### src/rtl/mem_port_arbiter.sv
// Arbitrates the fetch and load/store ports onto one single-port, fixed-latency
// memory. Round-robin on ties, one outstanding transaction, registered outputs.
module mem_port_arbiter #(
    parameter int unsigned ADDR_W  = 8,
    parameter int unsigned DATA_W  = 8,
    parameter int unsigned MEM_LAT = 2
) (
    input  logic              clk,
    input  logic              reset,
    // instruction-fetch port (read-only)
    input  logic              f_req,
    input  logic [ADDR_W-1:0] f_addr,
    output logic              f_gnt,
    output logic              f_rvalid,
    output logic [DATA_W-1:0] f_rdata,
    // load/store data port
    input  logic              d_req,
    input  logic              d_we,
    input  logic [ADDR_W-1:0] d_addr,
    input  logic [DATA_W-1:0] d_wdata,
    output logic              d_gnt,
    output logic              d_done,
    output logic [DATA_W-1:0] d_rdata,
    // memory side
    output logic              mem_en,
    output logic              mem_we,
    output logic [ADDR_W-1:0] mem_addr,
    output logic [DATA_W-1:0] mem_wdata,
    input  logic [DATA_W-1:0] mem_rdata,
    output logic              busy
);

    localparam int unsigned CNT_W = 4;

    // Latency must fit the wait counter and be at least one cycle.
    if (MEM_LAT < 1 || MEM_LAT > 15) begin : g_bad_lat
        $error("mem_port_arbiter: MEM_LAT out of range 1..15");
    end

    typedef enum logic [1:0] {
        IDLE  = 2'd0,
        ISSUE = 2'd1,
        WAIT  = 2'd2,
        RESP  = 2'd3
    } state_t;

    state_t           state;
    state_t           next_state;
    logic [CNT_W-1:0] count;
    logic [CNT_W-1:0] count_nxt;
    logic             last_data;   // 1: previous grant went to the data port
    logic             owner;       // 1: in-flight transaction belongs to the data port
    logic             sel_data;    // arbitration winner, 1 = data port
    logic             issue;       // a new transaction is granted this cycle
    logic             capture;     // memory read data is valid this cycle
    logic             respond;     // completion pulse is due next cycle

    // Round-robin choice: a lone request wins, a tie goes to the port not granted last.
    always_comb begin
        sel_data = 1'b0;
        if (f_req && d_req) begin
            sel_data = ~last_data;
        end else begin
            sel_data = d_req;
        end
    end

    // Next-state and per-cycle control decode.
    always_comb begin
        next_state = state;
        count_nxt  = count;
        issue      = 1'b0;
        capture    = 1'b0;
        respond    = 1'b0;
        case (state)
            IDLE, RESP: begin
                if (f_req || d_req) begin
                    next_state = ISSUE;
                    issue      = 1'b1;
                end else begin
                    next_state = IDLE;
                end
            end
            ISSUE: begin
                if (mem_we) begin
                    next_state = RESP;
                    respond    = 1'b1;
                end else begin
                    next_state = WAIT;
                    count_nxt  = CNT_W'(MEM_LAT - 1);
                end
            end
            WAIT: begin
                if (count == '0) begin
                    next_state = RESP;
                    capture    = 1'b1;
                    respond    = 1'b1;
                end else begin
                    count_nxt = count - CNT_W'(1);
                end
            end
            default: begin
                next_state = IDLE;
            end
        endcase
    end

    // State register.
    always_ff @(posedge clk or posedge reset) begin
        if (reset) begin
            state <= IDLE;
        end else begin
            state <= next_state;
        end
    end

    // Memory latency counter.
    always_ff @(posedge clk or posedge reset) begin
        if (reset) begin
            count <= '0;
        end else begin
            count <= count_nxt;
        end
    end

    // Latch the winner's request onto the memory bus; held until the next grant.
    always_ff @(posedge clk or posedge reset) begin
        if (reset) begin
            last_data <= 1'b1;
            owner     <= 1'b0;
            mem_we    <= 1'b0;
            mem_addr  <= '0;
            mem_wdata <= '0;
        end else if (issue) begin
            last_data <= sel_data;
            owner     <= sel_data;
            if (sel_data) begin
                mem_we    <= d_we;
                mem_addr  <= d_addr;
                mem_wdata <= d_wdata;
            end else begin
                mem_we    <= 1'b0;
                mem_addr  <= f_addr;
                mem_wdata <= '0;
            end
        end
    end

    // One-cycle strobes: grant and memory enable in ISSUE, completion in RESP.
    always_ff @(posedge clk or posedge reset) begin
        if (reset) begin
            f_gnt    <= 1'b0;
            d_gnt    <= 1'b0;
            mem_en   <= 1'b0;
            f_rvalid <= 1'b0;
            d_done   <= 1'b0;
            busy     <= 1'b0;
        end else begin
            f_gnt    <= issue & ~sel_data;
            d_gnt    <= issue & sel_data;
            mem_en   <= issue;
            f_rvalid <= respond & ~owner;
            d_done   <= respond & owner;
            busy     <= (next_state != IDLE);
        end
    end

    // Read data capture into the owning port's register; writes leave both untouched.
    always_ff @(posedge clk or posedge reset) begin
        if (reset) begin
            f_rdata <= '0;
            d_rdata <= '0;
        end else if (capture) begin
            if (owner) begin
                d_rdata <= mem_rdata;
            end else begin
                f_rdata <= mem_rdata;
            end
        end
    end

endmodule

### config.mk
export PLATFORM = sky130hd
export DESIGN_NAME = mem_port_arbiter
export DESIGN_NICKNAME = d
export VERILOG_FILES = /design/src/rtl/mem_port_arbiter.sv
export SDC_FILE = /design/constraint.sdc
export NUM_CORES = 1
export LEC_CHECK = 0
export CAP_MARGIN = 20
export CORE_AREA = 2 2 72 74
export DETAILED_ROUTE_END_ITERATION = 8
export DIE_AREA = 0 0 74 76
export GPL_TIMING_DRIVEN = 0
export PLACE_DENSITY = 0.74
export SLEW_MARGIN = 0
export SYNTH_ARGS = -nofsm -noshare
export SYNTH_HDL_FRONTEND = slang
export SYNTH_SLANG_ARGS = --single-unit
### constraint.sdc
create_clock -name clk -period 2.5 [get_ports clk]
set_clock_uncertainty 0.15 [all_clocks]
set_input_delay 0.625 -clock clk [delete_from_list [all_inputs] [get_ports clk]]
set_output_delay 0.625 -clock clk [all_outputs]
set_load 0.02 [all_outputs]
# Yosys cells after proc, flatten, opt, wreduce, memory -nomap -nowiden
# Cells that the tools add are included.
# W data, S select, Z words.
# word_totals
regBits	47
latchBits	0
mem_bits_rw	0
rom_bits	0
in_bits	37
output_inout_bits	39
mem_count	0
# classes
addsub	1
mul	0
div	0
order_cmp	0
n_eq_ne	5
n_shift	0
n_mux	17
bitwise_logic	7
n_reduce_logical	10
# ops
op	n
$mux W8	2
$mux W1	9
$mux W4	2
$pmux W4 S2	1
$pmux W2 S3	1
$and A1 B1 Y1	4
$eq A2 B2 Y1 const B	2
$logic_not A4 Y1	1
$ne A2 B2 Y1 const B	2
$reduce_and A2 Y1	2
$reduce_bool A2 Y1	2
$sub A4 B1 Y4 const B	1
$not A1 Y1	3
$reduce_and A3 Y1	1
$eq A2 B1 Y1 const B	1
$logic_not A2 Y1	1
$mux W2	1
$pmux W1 S2	1
$reduce_or A2 Y1	1
$logic_and A1 B1 Y1	1
$logic_or A1 B1 Y1	1

# Logic depth before layout (Yosys ltp)
# depth
depth_word	4
ltp_mapped	7
depth_no_buf	5

# Worst setup path after synthesis
# OpenSTA, ideal clock, no wires.
# synth_path
kind	register -> register
startpoint	register state[0]
endpoint	register f_rdata[0]
setup_time_ps	125
arrival_time_ps	1578
setup_slack_ps	647
path_stages_with_launch	8
path_buffers	2
synth_period_minus_slack_ps	1853
path_cell_list	dfrtp_1 > inv_1 > ha_1 > and4bb_1 > buf_6 > nor2b_4 > buf_12 > mux2_4
# synth_via
elab_chain_cells	3
# synth_rtl
item	line_no	text
start, declared	47	state_t state;
start signal, assigned	113	state <= next_state;
$eq A2 B2 Y1	75	case (state)
$mux W1	75	
$reduce_and A2 Y1 (no source line)	-	
end signal, assigned	177	f_rdata <= mem_rdata;
end, declared	15	output logic [DATA_W-1:0] f_rdata,
# Every way passes these cells.
# A chain may end at the register's enable or synchronous reset.

# Final worst setup path
# layout_path
startpoint	register mem_we
endpoint	output mem_we
# layout_lines
item	line_no	text
start, declared	26	output logic mem_we,
start signal, assigned	138	mem_we <= d_we;
# No word-level cell between the ends.

==> impl_metrics.csv <==
group,metric,value,unit
route,drcViolationCount,0,
yosys,post_synth_num_cell_types,34,
floorplan,start_util,40.12,%
cells_and_area,design.final.nets,269,
yosys,ys_async_sr_fraction,100.0,%
worst_setup_path,ff2ff_setup_slack,0.53,ns
sta,timing_worst_slew_pin_value,0.4990,ns
min_path,worstHoldPathCells,1,
flow_run,cap_violations,0,
route,totalWireLength,4260,um
clocking,worstSkewPairLatency,0.30,ns
worst_setup_path,worst_setup_path_start_kind,"flip-flop",
cells_and_area,n_fill_cell,429,
clocking,cts_buffers,5,
power_and_ir_drop,leakagePower,1.319,nW
sta,finalHoldViolations,0,
clocking,cts_htree_levels,2,
route,route.met3.wl,128,um
route,top_layer_used,"met4",
clocking,post-cts-setup-buffer-count,0,
floorplan,io_pins,76,
clocking,cts_tree,"built",
worst_setup_path,worst_path_largest_cell_delay,0.64,ns
grt,grt_first_pass_wirelength,7107,um
worst_setup_path,worstSetupPathType,"reg -> out",
placement,numPortBuffers,75,
floorplan,row_count,26,
route,routed_wire_length_per_instance,14.25,um
yosys,synth-simple-area-share,9.460,%
power_and_ir_drop,irDropWorstVdd,0.0006546,V
cells_and_area,antenna_cells_inserted,0,
yosys,synth_top_family_by_area,"compound AO/OA/AOI/OAI gates",
worst_setup_path,critical_path_required,1.73,ns
worst_setup_path,critical_path.endpoint_type,"output pin",
route,num_vias,1430,
yosys,part_of_the_yosys_area_used_for_sequential_elements,59.75,%
worst_setup_path,timing.critical_path.buf_inv,1,
placement,dp.final_hpwl,3102,um
clocking,cts-root-to-sink-buffers,2,
clocking,numClockSinks,47,
yosys,postSynthCellCount,145,
worst_setup_path,timing.rr.end,"f_rdata[1]",
floorplan,die_w,74,um
worst_setup_path,arrival_worst_endpoint,1.39,ns
placement,postPlaceCellArea,0.002829,sq mm
route,drt.antenna.violating_nets,0,
sta,grt_setup_unrepaired,"no",
cells_and_area,layout-drive-gt1-share,13.97,%
yosys,synth.area.top_cells,"sky130_fd_sc_hd__dfrtp_1, sky130_fd_sc_hd__mux2_4, sky130_fd_sc_hd__a221o_1",
route,dr.first_iter.drc_count,80,
yosys,ffs_latches_synth,47,
run_status,status,"finished, final reports clean",
yosys,syn_nets,186,
sta,slew-limit-headroom,66.74,%
sta,clock.fmax,0.4624,GHz
worst_setup_path,worst_path_max_delay_cell,"sky130_fd_sc_hd__clkdlybuf4s50_1",
floorplan,design.die.area,0.005624,sq mm
yosys,postSynthAreaPerCell,13.59,sq um
yosys,synthesis.yosys.warnings,0,
yosys,synthesis.area,0.001971,sq mm
sta,finalHoldWorstSlack,0.3543,ns
sta,final_critical_path_setup_slack,0.3374,ns
grt,grt_overflow_total,0,
sta,period_minus_slack,2.163,ns
yosys,share_of_the_synthesized_area_in_the_top_cell_type,58.41,%
cells_and_area,stdcell_area,0.002947,sq mm
clocking,cts_repair_resize_count,0,
worst_setup_path,r2r-start,"state[0]",
yosys,synth_top_flop_cell,"sky130_fd_sc_hd__dfrtp_1",
sta,layout_worst_path_cycle_share,86.50,%
min_path,hold_path_startpoint,"mem_wdata[4]",
sta,report.final.slew_viol_count,0,
yosys,synth_compound_area_share,13.52,%
yosys,synth-adder-area-share,2.540,%
route,firstDrtPassIters,4,
floorplan,chipHeight,76,um
route,met1Wirelength,1973,um
grt,antenna_found_initial,0,
grt,first_global_vias,1449,
cells_and_area,synthToLayoutAreaGrowth,49.52,%
worst_setup_path,ff2ff_path_depth,7,
grt,grt_start_max_net_pins,31,
min_path,worst_hold_path.endpoint,"mem_wdata[4]",
clocking,path_clk_slew,0.09,ns
yosys,synth-edff-count,0,
worst_setup_path,critPathMaxFanout,6,
worst_setup_path,kind_of_cell_with_the_highest_combined_delay_on_the_critical_path,"buffers and inverters",
route,detail_route.vias_per_cell,4.783,
sta,number_of_failing_setup_endpoints_in_the_final_timing_report,0,
route,wl_met2,2075,um
yosys,synth.mux.area_fraction,10.67,%
floorplan,fp.coreArea,0.004912,sq mm
worst_setup_path,series_of_cell_instances_along_the_critical_path,"clkdlybuf4s50_1",
yosys,netlist.top_cell.by_area,"sky130_fd_sc_hd__dfrtp_1",
min_path,hold_path_class,"reg -> reg",
cells_and_area,area_taken_by_multi_input_logic_gates,713.2,sq um
placement,gp_congestion,0.8047,
yosys,yosys.area_share.xor_xnor,0,%
clocking,cts_hold_repair.buffers,0,
placement,placement.setup.worst_slack,0.1681,ns
cells_and_area,ff_latch_area,0.001177,sq mm
power_and_ir_drop,power_density,1340,mW/mm^2
clocking,cts_root_buf,"sky130_fd_sc_hd__clkbuf_8",
grt,global_route.usage.total,16.54,%
==> layout by cell type (no fill, tap or decap), types with 5 or more instances in the layout <==
cell type                         count
sky130_fd_sc_hd__clkdlybuf4s50_1     75
sky130_fd_sc_hd__clkbuf_1             5
sky130_fd_sc_hd__a221o_1              9
sky130_fd_sc_hd__dfrtp_1             46
sky130_fd_sc_hd__mux2_2               8
sky130_fd_sc_hd__mux2_4               8
sky130_fd_sc_hd__a22o_1               9
sky130_fd_sc_hd__and3_1               9
sky130_fd_sc_hd__inv_1                7
sky130_fd_sc_hd__clkbuf_8             6
sky130_fd_sc_hd__nand2_1              6
==> cell type report <==
type,count,area share (%)
timing repair buffer,76,26.16
tap,70,2.972
clock inverter,2,1.189
multi-input combinational,83,24.20
clock buffer,6,2.803
buffer,7,1.699
inverter,8,1.019
sequential,47,39.96
==> synth_stat cells, types with 3 or more instances <==
cell,count
sky130_fd_sc_hd__and3_1,9
sky130_fd_sc_hd__nor2_1,3
sky130_fd_sc_hd__ha_1,4
sky130_fd_sc_hd__a22o_1,9
sky130_fd_sc_hd__dfrtp_1,46
sky130_fd_sc_hd__o31ai_1,3
sky130_fd_sc_hd__a221o_1,9
sky130_fd_sc_hd__clkbuf_1,5
sky130_fd_sc_hd__nand2_1,6
sky130_fd_sc_hd__mux2_2,8
sky130_fd_sc_hd__mux2_4,8
sky130_fd_sc_hd__inv_1,8
sky130_fd_sc_hd__o21ai_0,4
==> flip-flops by register name, indices dropped and copies added, names as in the netlist <==
register   cells
last_data      1
d_rdata        8
d_done         1
f_rvalid       1
busy           1
mem_we         1
f_gnt          1
mem_wdata      8
state          2
f_rdata        8
owner          1
count          4
d_gnt          1
mem_addr       8
mem_en         1
==> cell families (layout without fill, tap and decap cells) <==
kind of cell	Yosys count	after routing
adders and majority gates	4	4
and+or+nand+nor	31	31
DFF	47	47
buffers and inverters	15	99
AOI/OAI and AO/OA	32	32
muxes	16	16
==> how the worst max path moves through the flow <==
stage,startpoint,to,depth (start not counted)
finish,mem_we,mem_we,1
global placement,reset,mem_addr[3],2
floorplan,reset,busy,1
CTS,mem_we,mem_we,1
global route,mem_we,mem_we,1
detailed placement,d_req,mem_addr[1],4
==> where the power goes <==
part           leakage [nW]  switching (W)  internal [W]
registers             0.576       0.000206       0.00112
clock network        0.0612       0.000253      0.000324
logic                 0.682       0.000985       0.00106
==> through the flow <==
stage	total power [W]	utilization, %	setup TNS [ns]	std cells
final	0.003948	59.98	0	299
after global routing	0.004217	59.98	0	299
after CTS	0.003987	59.98	0	299
after detailed placement	0.003399	57.59	0	291
after global placement	0.003361	57.18	-14.41	290
after floorplan	0.002543	-	0	145
==> routing by layer <==
metal | GRT usage (%) | up-vias
met5 | 0 | -
met3 | 2.778 | 7
li1 | - | 689
met1 | 22.85 | 700
met2 | 25.71 | 34
met4 | 6.545 | 0
Note: power is estimated with default switching activity, not from simulation.
